[src/rtl/pll_ctrl_pkg.sv]
// Shared definitions for the PLL lock controller: state encoding, detector
// reset pulse length and error accumulator sizing.
package pll_ctrl_pkg;

    localparam logic [2:0] ST_IDLE    = 3'd0;
    localparam logic [2:0] ST_PD_RST  = 3'd1;
    localparam logic [2:0] ST_ACQUIRE = 3'd2;
    localparam logic [2:0] ST_TRACK   = 3'd3;
    localparam logic [2:0] ST_LOCKED  = 3'd4;

    typedef enum logic [2:0] {
        S_IDLE    = ST_IDLE,
        S_PD_RST  = ST_PD_RST,
        S_ACQUIRE = ST_ACQUIRE,
        S_TRACK   = ST_TRACK,
        S_LOCKED  = ST_LOCKED
    } state_t;

    localparam int PD_RST_LEN = 4;

    // Window total spans [-WIN, +WIN]; one extra bit for sign, one for +WIN itself.
    function automatic int err_w(input int win);
        return $clog2(win) + 2;
    endfunction

endpackage

[src/rtl/sync2.sv]
// Two-flop synchroniser for the asynchronous phase detector pulses.
module sync2 (
    input  logic clk,
    input  logic ff_rst,
    input  logic d,
    output logic q
);

    logic meta;

    always_ff @(posedge clk or posedge ff_rst) begin
        if (ff_rst) begin
            meta <= 1'b0;
            q    <= 1'b0;
        end else begin
            meta <= d;
            q    <= meta;
        end
    end

endmodule

[src/rtl/pll_lock_ctrl.sv]
// PLL digital loop controller: integrates PFD up/dn error over fixed windows,
// steers a saturating DCO control word and sequences acquire/track/lock.
module pll_lock_ctrl
    import pll_ctrl_pkg::*;
#(
    parameter int CW         = 10,
    parameter int WIN        = 64,
    parameter int INIT       = 512,
    parameter int KA         = 2,
    parameter int KT         = 4,
    parameter int ACQ_TOL    = 16,
    parameter int LOCK_TOL   = 2,
    parameter int UNLOCK_TOL = 6,
    parameter int LOCK_CNT   = 8
) (
    input  logic          clk,
    input  logic          ff_rst,
    input  logic          en,
    input  logic          up,
    input  logic          dn,
    output logic          pd_rst,
    output logic [CW-1:0] ctrl_word,
    output logic          locked,
    output logic [2:0]    state
);

    localparam int EW = err_w(WIN);
    localparam int WW = $clog2(WIN);
    localparam int LW = $clog2(LOCK_CNT + 1);
    localparam int PW = $clog2(PD_RST_LEN);

    localparam logic [WW-1:0] WIN_LAST  = WW'(WIN - 1);
    localparam logic [PW-1:0] PD_LAST   = PW'(PD_RST_LEN - 1);
    localparam logic [LW-1:0] LOCK_N    = LW'(LOCK_CNT);
    localparam logic [EW-1:0] ACQ_T     = EW'(ACQ_TOL);
    localparam logic [EW-1:0] LOCK_T    = EW'(LOCK_TOL);
    localparam logic [EW-1:0] UNLOCK_T  = EW'(UNLOCK_TOL);
    localparam logic [CW-1:0] INIT_W    = CW'(INIT);

    function automatic logic [CW-1:0] sat_cw(input logic signed [CW+1:0] v);
        if (v[CW+1])
            return '0;
        else if (v[CW])
            return '1;
        else
            return v[CW-1:0];
    endfunction

    function automatic logic [EW-1:0] abs_e(input logic signed [EW-1:0] v);
        return v[EW-1] ? -v : v;
    endfunction

    logic up_s, dn_s;

    sync2 u_sync_up (.clk(clk), .ff_rst(ff_rst), .d(up), .q(up_s));
    sync2 u_sync_dn (.clk(clk), .ff_rst(ff_rst), .d(dn), .q(dn_s));

    // ---- stage p0: per-cycle signed error from synchronised pulses
    logic signed [EW-1:0] err_p0;

    always_comb begin
        err_p0 = '0;
        case ({up_s, dn_s})
            2'b10:   err_p0 = {{(EW-1){1'b0}}, 1'b1};
            2'b01:   err_p0 = '1;
            default: err_p0 = '0;
        endcase
    end

    // ---- stage p1: window integration, total latched with win_done
    state_t               state_q, state_d;
    logic [WW-1:0]        win_cnt;
    logic signed [EW-1:0] err_acc;
    logic signed [EW-1:0] err_win_p1;
    logic                 win_done;
    logic                 active;

    assign active = en && (state_q == S_ACQUIRE || state_q == S_TRACK || state_q == S_LOCKED);

    always_ff @(posedge clk or posedge ff_rst) begin
        if (ff_rst) begin
            win_cnt    <= '0;
            err_acc    <= '0;
            err_win_p1 <= '0;
            win_done   <= 1'b0;
        end else if (!active) begin
            win_cnt  <= '0;
            err_acc  <= '0;
            win_done <= 1'b0;
        end else if (win_cnt == WIN_LAST) begin
            err_win_p1 <= err_acc + err_p0;
            win_done   <= 1'b1;
            err_acc    <= '0;
            win_cnt    <= '0;
        end else begin
            err_acc  <= err_acc + err_p0;
            win_cnt  <= win_cnt + 1'b1;
            win_done <= 1'b0;
        end
    end

    // ---- stage p2: gain, saturating update and state machine
    logic [CW-1:0]          ctrl_q, ctrl_d;
    logic [LW-1:0]          lock_cnt_q, lock_cnt_d, lock_inc;
    logic [PW-1:0]          pd_cnt_q, pd_cnt_d;
    logic                   pd_rst_q, locked_q;
    logic signed [CW+1:0]   err_x, step_p2, sum_p2;
    logic [EW-1:0]          mag_p2;

    assign err_x    = {{(CW+2-EW){err_win_p1[EW-1]}}, err_win_p1};
    assign step_p2  = (state_q == S_ACQUIRE) ? (err_x >>> KA) : (err_x >>> KT);
    assign sum_p2   = $signed({2'b00, ctrl_q}) + step_p2;
    assign mag_p2   = abs_e(err_win_p1);
    assign lock_inc = lock_cnt_q + 1'b1;

    always_comb begin
        state_d    = state_q;
        ctrl_d     = ctrl_q;
        lock_cnt_d = lock_cnt_q;
        pd_cnt_d   = pd_cnt_q;
        if (!en) begin
            state_d    = S_IDLE;
            ctrl_d     = INIT_W;
            lock_cnt_d = '0;
            pd_cnt_d   = '0;
        end else begin
            case (state_q)
                S_IDLE: begin
                    ctrl_d     = INIT_W;
                    lock_cnt_d = '0;
                    pd_cnt_d   = '0;
                    state_d    = S_PD_RST;
                end
                S_PD_RST: begin
                    if (pd_cnt_q == PD_LAST) begin
                        pd_cnt_d = '0;
                        state_d  = S_ACQUIRE;
                    end else begin
                        pd_cnt_d = pd_cnt_q + 1'b1;
                    end
                end
                S_ACQUIRE, S_TRACK, S_LOCKED: begin
                    if (win_done) begin
                        ctrl_d = sat_cw(sum_p2);
                        if (state_q == S_ACQUIRE) begin
                            if (mag_p2 <= ACQ_T) begin
                                state_d    = S_TRACK;
                                lock_cnt_d = '0;
                            end
                        end else if (state_q == S_TRACK) begin
                            if (mag_p2 > ACQ_T) begin
                                state_d = S_ACQUIRE;
                            end else if (mag_p2 <= LOCK_T) begin
                                lock_cnt_d = lock_inc;
                                if (lock_inc == LOCK_N)
                                    state_d = S_LOCKED;
                            end else begin
                                lock_cnt_d = '0;
                            end
                        end else if (mag_p2 > UNLOCK_T) begin
                            state_d    = S_TRACK;
                            lock_cnt_d = '0;
                        end
                    end
                end
                default: state_d = S_IDLE;
            endcase
        end
    end

    // pd_rst and locked are decoded from the next state so they move with it.
    always_ff @(posedge clk or posedge ff_rst) begin
        if (ff_rst) begin
            state_q    <= S_IDLE;
            ctrl_q     <= INIT_W;
            lock_cnt_q <= '0;
            pd_cnt_q   <= '0;
            pd_rst_q   <= 1'b1;
            locked_q   <= 1'b0;
        end else begin
            state_q    <= state_d;
            ctrl_q     <= ctrl_d;
            lock_cnt_q <= lock_cnt_d;
            pd_cnt_q   <= pd_cnt_d;
            pd_rst_q   <= (state_d == S_IDLE) || (state_d == S_PD_RST);
            locked_q   <= (state_d == S_LOCKED);
        end
    end

    assign state     = state_q;
    assign ctrl_word = ctrl_q;
    assign locked    = locked_q;
    assign pd_rst    = pd_rst_q;

endmodule

[config.mk]
export PLATFORM = sky130hd
export DESIGN_NAME = pll_lock_ctrl
export DESIGN_NICKNAME = d
export VERILOG_FILES = /design/src/rtl/pll_ctrl_pkg.sv /design/src/rtl/sync2.sv /design/src/rtl/pll_lock_ctrl.sv
export SDC_FILE = /design/constraint.sdc
export NUM_CORES = 1
export LEC_CHECK = 0
export CAP_MARGIN = 10
export CORE_ASPECT_RATIO = 0.75
export CORE_UTILIZATION = 45
export DETAILED_ROUTE_END_ITERATION = 10
export SLEW_MARGIN = 20
export SYNTH_ARGS = -nofsm -noshare
export SYNTH_HDL_FRONTEND = slang
export SYNTH_HIERARCHICAL = 1
export SYNTH_SLANG_ARGS = --single-unit
[constraint.sdc]
create_clock -name clk -period 4.75 [get_ports clk]
set_clock_uncertainty 0.05 [all_clocks]
set_input_delay 0.475 -clock clk [delete_from_list [all_inputs] [get_ports clk]]
set_output_delay 0.475 -clock clk [all_outputs]
set_load 0.005 [all_outputs]
After elaboration in Yosys (flattened, before gate mapping)
Index checks and enable logic that the tools add are counted.

cells by class
  add/subtract/negate cells = 6
  $mul = 0
  divide/modulo/power cells = 0
  $lt $le $gt $ge = 4
  eq/ne operators = 17
  shift-type cells = 0
  muxes and demuxes = 37
  bitwise logic cells = 0
  reduce and logical (&&, ||, !) cells = 10

operators by type and width
  operator                                                                         number
  10-bit 2-to-1 mux                                                                4
  4-bit 2-to-1 mux                                                                 8
  3-bit 2-to-1 mux                                                                 10
  8-bit 2-to-1 mux                                                                 3
  10-bit case mux with 2 select lines                                              1
  8-bit case mux with 2 select lines                                               1
  11-bit by 6-bit adder with 12-bit output                                         1
  6-bit 2-to-1 mux                                                                 2
  5-bit inequality test, second input constant                                     2
  3-bit case mux with 3 select lines                                               1
  8-bit adder                                                                      1
  8-bit by 3-bit greater-than comparator with 1-bit output, second input constant  1
  8-bit by 5-bit greater-than comparator with 1-bit output, second input constant  1
  8-bit by 2-bit <= comparator with 1-bit output, second input constant            1
  8-bit by 5-bit <= comparator with 1-bit output, second input constant            1
  8-bit negation                                                                   1
  4-bit case mux with 2 select lines                                               1
  6-bit by 1-bit adder with 6-bit output, second input constant                    1
  3-bit by 1-bit equality test with 1-bit output, second input constant            2
  3-bit by 2-bit equality test with 1-bit output, second input constant            2
  3-bit equality test, second input constant                                       2
  6-bit equality test, second input constant                                       1
  3-bit zero test                                                                  2
  3-bit by 1-bit inequality test with 1-bit output, second input constant          2
  16 further kinds                                                                 22

storage, ports and cells
  register bits = 48
  bits in latches = 0
  memory bits (writable) = 0
  ROM bits = 0
  bits of input ports = 5
  output and inout port bits = 15
  word-level logic and storage cells = 88
  memories = 0

Longest topological paths before layout
  depth after elaboration = 12
  mapped depth = 14
  depth with buffers taken out = 13

Cells and area by module
Netlist, hierarchy kept.

modules (own cells, without submodules)
  module         times used  cells each  area each (um2)  seq. area each (um2)
  pll_lock_ctrl  1           337         3006.6           1103.6
  sync2          2           3           53.8             50.0

Worst setup path after synthesis
OpenSTA, ideal clock, no wires.

  path type = register to register
  start = register state_q[1], in the netlist state[1]
  end = register ctrl_q[0], in the netlist ctrl_word[0]
  setup time = 0.131 ns
  data arrival time = 3.192 ns
  required time = 4.569 ns
  setup slack = 1.377 ns
  stages on the path, launching flop included = 13
  path buffers = 1
  clock period less this slack = 3.373 ns
  path through = dfrtp_1 > clkbuf_1 > nand2_1 > nor2_1 > mux2_2 > ha_1 > a2111oi_0 > o31a_1 > nor3_1 > o41ai_1 > xnor2_1 > nand2b_1 > o21ai_0

on the way
  word-level cells in the longest chain between the ends = 8
  elaborated cells on any way between the ends = 15
  those cells by class = add/sub: 1; eq/ne: 5; mux: 6; reduce/logical: 3

RTL lines
  item                                            line                                        RTL
  from (decl)                                     pll_lock_ctrl.sv:71                         state_t state_q, state_d;
  from (signal assigned)                          pll_lock_ctrl.sv:181                        state_q <= state_d;
  3-bit by 2-bit equality test with 1-bit output  pll_lock_ctrl.sv:111, pll_lock_ctrl.sv:127
  5-bit 2-to-1 mux                                pll_lock_ctrl.sv:111                        assign step_p2 = (state_q == S_ACQUIRE) ? (err_x >>> KA) : (err_x >>> KT);
  11-bit by 6-bit adder with 12-bit output        pll_lock_ctrl.sv:112                        assign sum_p2 = $signed({2'b00, ctrl_q}) + step_p2;
  10-bit 2-to-1 mux                               pll_lock_ctrl.sv:43                         else if (v[CW])
  10-bit 2-to-1 mux                               pll_lock_ctrl.sv:41                         if (v[CW+1])
  10-bit 2-to-1 mux                               pll_lock_ctrl.sv:143                        if (win_done) begin
  10-bit case mux with 2 select lines             pll_lock_ctrl.sv:127                        case (state_q)
  10-bit 2-to-1 mux                               pll_lock_ctrl.sv:121                        if (!en) begin
  to (signal assigned)                            pll_lock_ctrl.sv:182                        ctrl_q <= ctrl_d;
  to (decl)                                       pll_lock_ctrl.sv:103                        logic [CW-1:0] ctrl_q, ctrl_d;

Parallel ways exist; a longest one is shown, timed or not. The select of a mux whose other input is x is not followed.
A chain may end at the register's enable or synchronous reset.

Final worst setup path
  start = register state_q[2], in the netlist state[2]
  end = register ctrl_q[3], in the netlist ctrl_word[3]

Same word-level chain as after synthesis.

==> results.py <==
metrics = {
    "yosys": {
        "synth_seq_cells": 48,
        "yosysSeqAreaShare": 0.3865,
        "synth_edf_count": 0,
        "synth_warnings": 6,
        "synthCells": 343,
        "synth.area.top_cells": "dfrtp_1, ha_1, nor2_1",
        "synth_ff_type": "dfrtp_1",
        "avgSynthCellArea_sq_um": 9.079,
        "syn_nets": 373,
        "yosysTopAreaCell": "dfrtp_1",
        "async_flop_share": 1.000,
        "ys_types": 61,
        "syn_area_sq_um": 3114,
        "synth_top_area_share": 0.3696,
    },
    "sta": {
        "setup-tns-final_ns": 0,
        "slew_violations": 0,
        "fin_crit_ns": 3.842,
        "finalHoldViolCount": 0,
        "period_share": 0.8089,
        "fmax_mhz": 260.3,
        "fin_hold_ws_ns": 0.3049,
        "slew-limit-headroom": 0.4080,
        "setup_viol": 0,
        "tightest_slew_ns": 0.8880,
        "rsz0062_at_grt": "false",
    },
    "cells_and_area": {
        "area_growth_pct": 10.69,
        "final_cell_mix": "dfrtp_1, nor2_1, nand2_1, o21ai_0, ha_1",
        "antenna_cells": 0,
        "fin_nets": 388,
        "post-route-util": 0.5298,
        "fillers": 607,
        "multi_input_area_sq_um": 1765,
        "drive_gt1_frac": 0.07799,
        "seq_area_sq_um": 1204,
        "final_cell_area_sq_um": 3447,
        "final_common_cell": "dfrtp_1",
    },
    "power_and_ir_drop": {
        "leakagePower_nw": 1.559,
        "power.density_nw_per_um2": 230.3,
        "ir_drop_mv": 0.1248,
    },
    "routing": {
        "wl_um": 6021,
        "drt_iter0_drc": 137,
        "via_per_inst": 5.477,
        "postRouteAntennaNets": 0,
        "dr.pass1.iters": 8,
        "vias": 2410,
        "wl_per_cell_um": 13.68,
        "drcViolationCount": 1,
    },
    "setup_path": {
        "cp.required_ns": 4.92,
        "reg2reg_depth": 13,
        "critPathKind": "flip-flop to flip-flop",
        "start_kind": "flip-flop",
        "reg2reg_slack_ns": 0.91,
        "end_kind": "flip-flop",
        "worstPathMaxFanout": 11,
        "worstReg2RegEnd": "ctrl_word[3]$_DFFE_PP0P_",
        "critPathArrivalTime_ns": 4.01,
        "crit-reg2reg-launch": "state[2]$_DFF_PP0_",
    },
    "clock_tree": {
        "hold_buffers": 0,
        "postCtsSetupRepairBufs": 0,
        "clk_path_buf_depth": 2,
        "clk_pin_slew_ns": 0.09,
        "numCtsBuffers": 5,
        "cts_tree": "yes",
        "htree_levels": 2,
        "cts_resized": 0,
        "clockRootBuffer": "clkbuf_8",
        "clk_latency_ns": 0.30,
        "clkSinkCount": 48,
    },
    "grt": {
        "grt_usage": 0.1883,
        "grt_max_degree": 45,
        "antenna_found_initial": 0,
        "grt_overflow_total": 0,
        "grt_first_pass_wirelength_um": 10870,
        "grt_pass1_vias": 2284,
    },
    "placement": {
        "dp_hpwl_um": 4520,
        "place.gp.congestion": 0.8043,
        "numPortBuffers": 19,
        "dpl_cell_area_sq_um": 3351,
    },
    "outcome": {
        "violations": "design-rule violations",
        "status": "finished, violations left",
    },
    "die": {
        "die_h_um": 74.05,
        "core_sq_um": 6506,
        "fp.dieW_um": 98.06,
        "start_util": 0.4787,
        "die-area_sq_um": 7261,
        "rows": 25,
        "io_pins": 20,
    },
    "worst_hold_path": {
        "min-delay-start": "u_sync_dn/meta$_DFF_PP0_",
        "hold_path_depth": 0,
        "hold_end": "u_sync_dn/q$_DFF_PP0_",
        "hold_path_class": "flip-flop to flip-flop",
    },
    "run": {
        "drv_cap": 0,
    },
}
through the flow:
| stage | setup slack (ns) | std cells | power (mW) |
|---|---|---|---|
| final | 0.9078 | 440 | 0.7939 |
| after global routing | 0.4701 | 440 | 0.8395 |
| after CTS | 0.9093 | 440 | 0.8083 |
| after detailed placement | 0.9301 | 432 | 0.5408 |
| after global placement | 1.069 | 432 | 0.5392 |
| after floorplan | 1.377 | 343 | 0.5078 |
worst max path at each step:
stage | startpoint | endpoint | slack, ns | cells after the start
3_5_place_dp | state[2]$_DFF_PP0_ | ctrl_word[3]$_DFFE_PP0P_ | 0.93 | 13
2_1_floorplan | state[1]$_DFF_PP0_ | ctrl_word[0]$_DFFE_PP0P_ | 1.38 | 12
3_3_place_gp | state[2]$_DFF_PP0_ | ctrl_word[3]$_DFFE_PP0P_ | 1.07 | 13
6_report | state[2]$_DFF_PP0_ | ctrl_word[3]$_DFFE_PP0P_ | 0.91 | 13
4_1_cts | state[2]$_DFF_PP0_ | ctrl_word[3]$_DFFE_PP0P_ | 0.91 | 13
5_1_grt | state[2]$_DFF_PP0_ | ctrl_word[8]$_DFFE_PP0P_ | 0.47 | 13
cells by family (layout without fill, tap and decap cells):
group / after synthesis / in the layout / synth area share
xor+xnor: 22 / 22 / 0.06187
mux: 7 / 7 / 0.02611
compound gates: 86 / 86 / 0.1836
buf+inv: 33 / 49 / 0.04661
fa+ha+maj: 25 / 25 / 0.1053
flops: 48 / 48 / 0.3865
simple gates: 122 / 122 / 0.1900
power breakdown:
group / internal (mW) / switching [mW]
Sequential: 0.421 / 0.0115
Combinational: 0.0383 / 0.0599
Clock: 0.119 / 0.144
Total: 0.579 / 0.215
cell type report:
| class | instances | share of cell area |
|---|---|---|
| multi-input combinational | 262 | 0.5122 |
| timing repair buffer | 21 | 0.05953 |
| sequential | 48 | 0.3492 |
| inverter | 20 | 0.02178 |
| clock inverter | 2 | 0.003993 |
| clock buffer | 6 | 0.02396 |
| tap | 81 | 0.02940 |
flip-flops by register name, summed over array words and instances, names as in the netlist:
name,flops
u_sync_dn/q,1
u_sync_dn/meta,1
pd_cnt_q,2
win_cnt,6
err_win_p1,8
ctrl_word,10
err_acc,8
state,3
u_sync_up/meta,1
pd_rst,1
win_done,1
locked,1
lock_cnt_q,4
u_sync_up/q,1
critical path, stage by stage (launching register included):
cell      delay (ns)
dfrtp_1         0.49
inv_1           0.11
nand2_1         0.11
nor2_1          0.43
mux2_2          0.40
ha_1            0.22
fa_1            0.42
a21oi_1         0.28
o211ai_1        0.17
a31oi_1         0.19
o21bai_1        0.09
xor2_1          0.52
nor2_1          0.11
o21ai_0         0.17
synthesized netlist by cell type (all sizes together), types with 2 or more instances:
library cell	n
and2	2
nor3	11
nor4b	2
dfrtp	46
mux2	6
and3	2
o211ai	3
or4	3
inv	20
xnor2	14
o21ai	26
a221o	2
o21bai	7
a211oi	3
a21oi	17
o21a	2
or2	3
a2111oi	2
a21o	5
fa	2
buf	5
nand2b	8
nor2	42
xor2	8
clkbuf	8
ha	23
dfstp	2
nand3	9
nand2	33
nor4	3
a31oi	3
o31ai	2
metal layers:
metal / GRT usage / vias up / routed length [um]
met5: 0 / - / 0
met4: 0.05556 / 0 / 70
met3: 0.03289 / 7 / 190
met2: 0.3020 / 33 / 2605
met1: 0.2650 / 1122 / 3154
li1: - / 1248 / -
(Power assumes the default switching activity.)
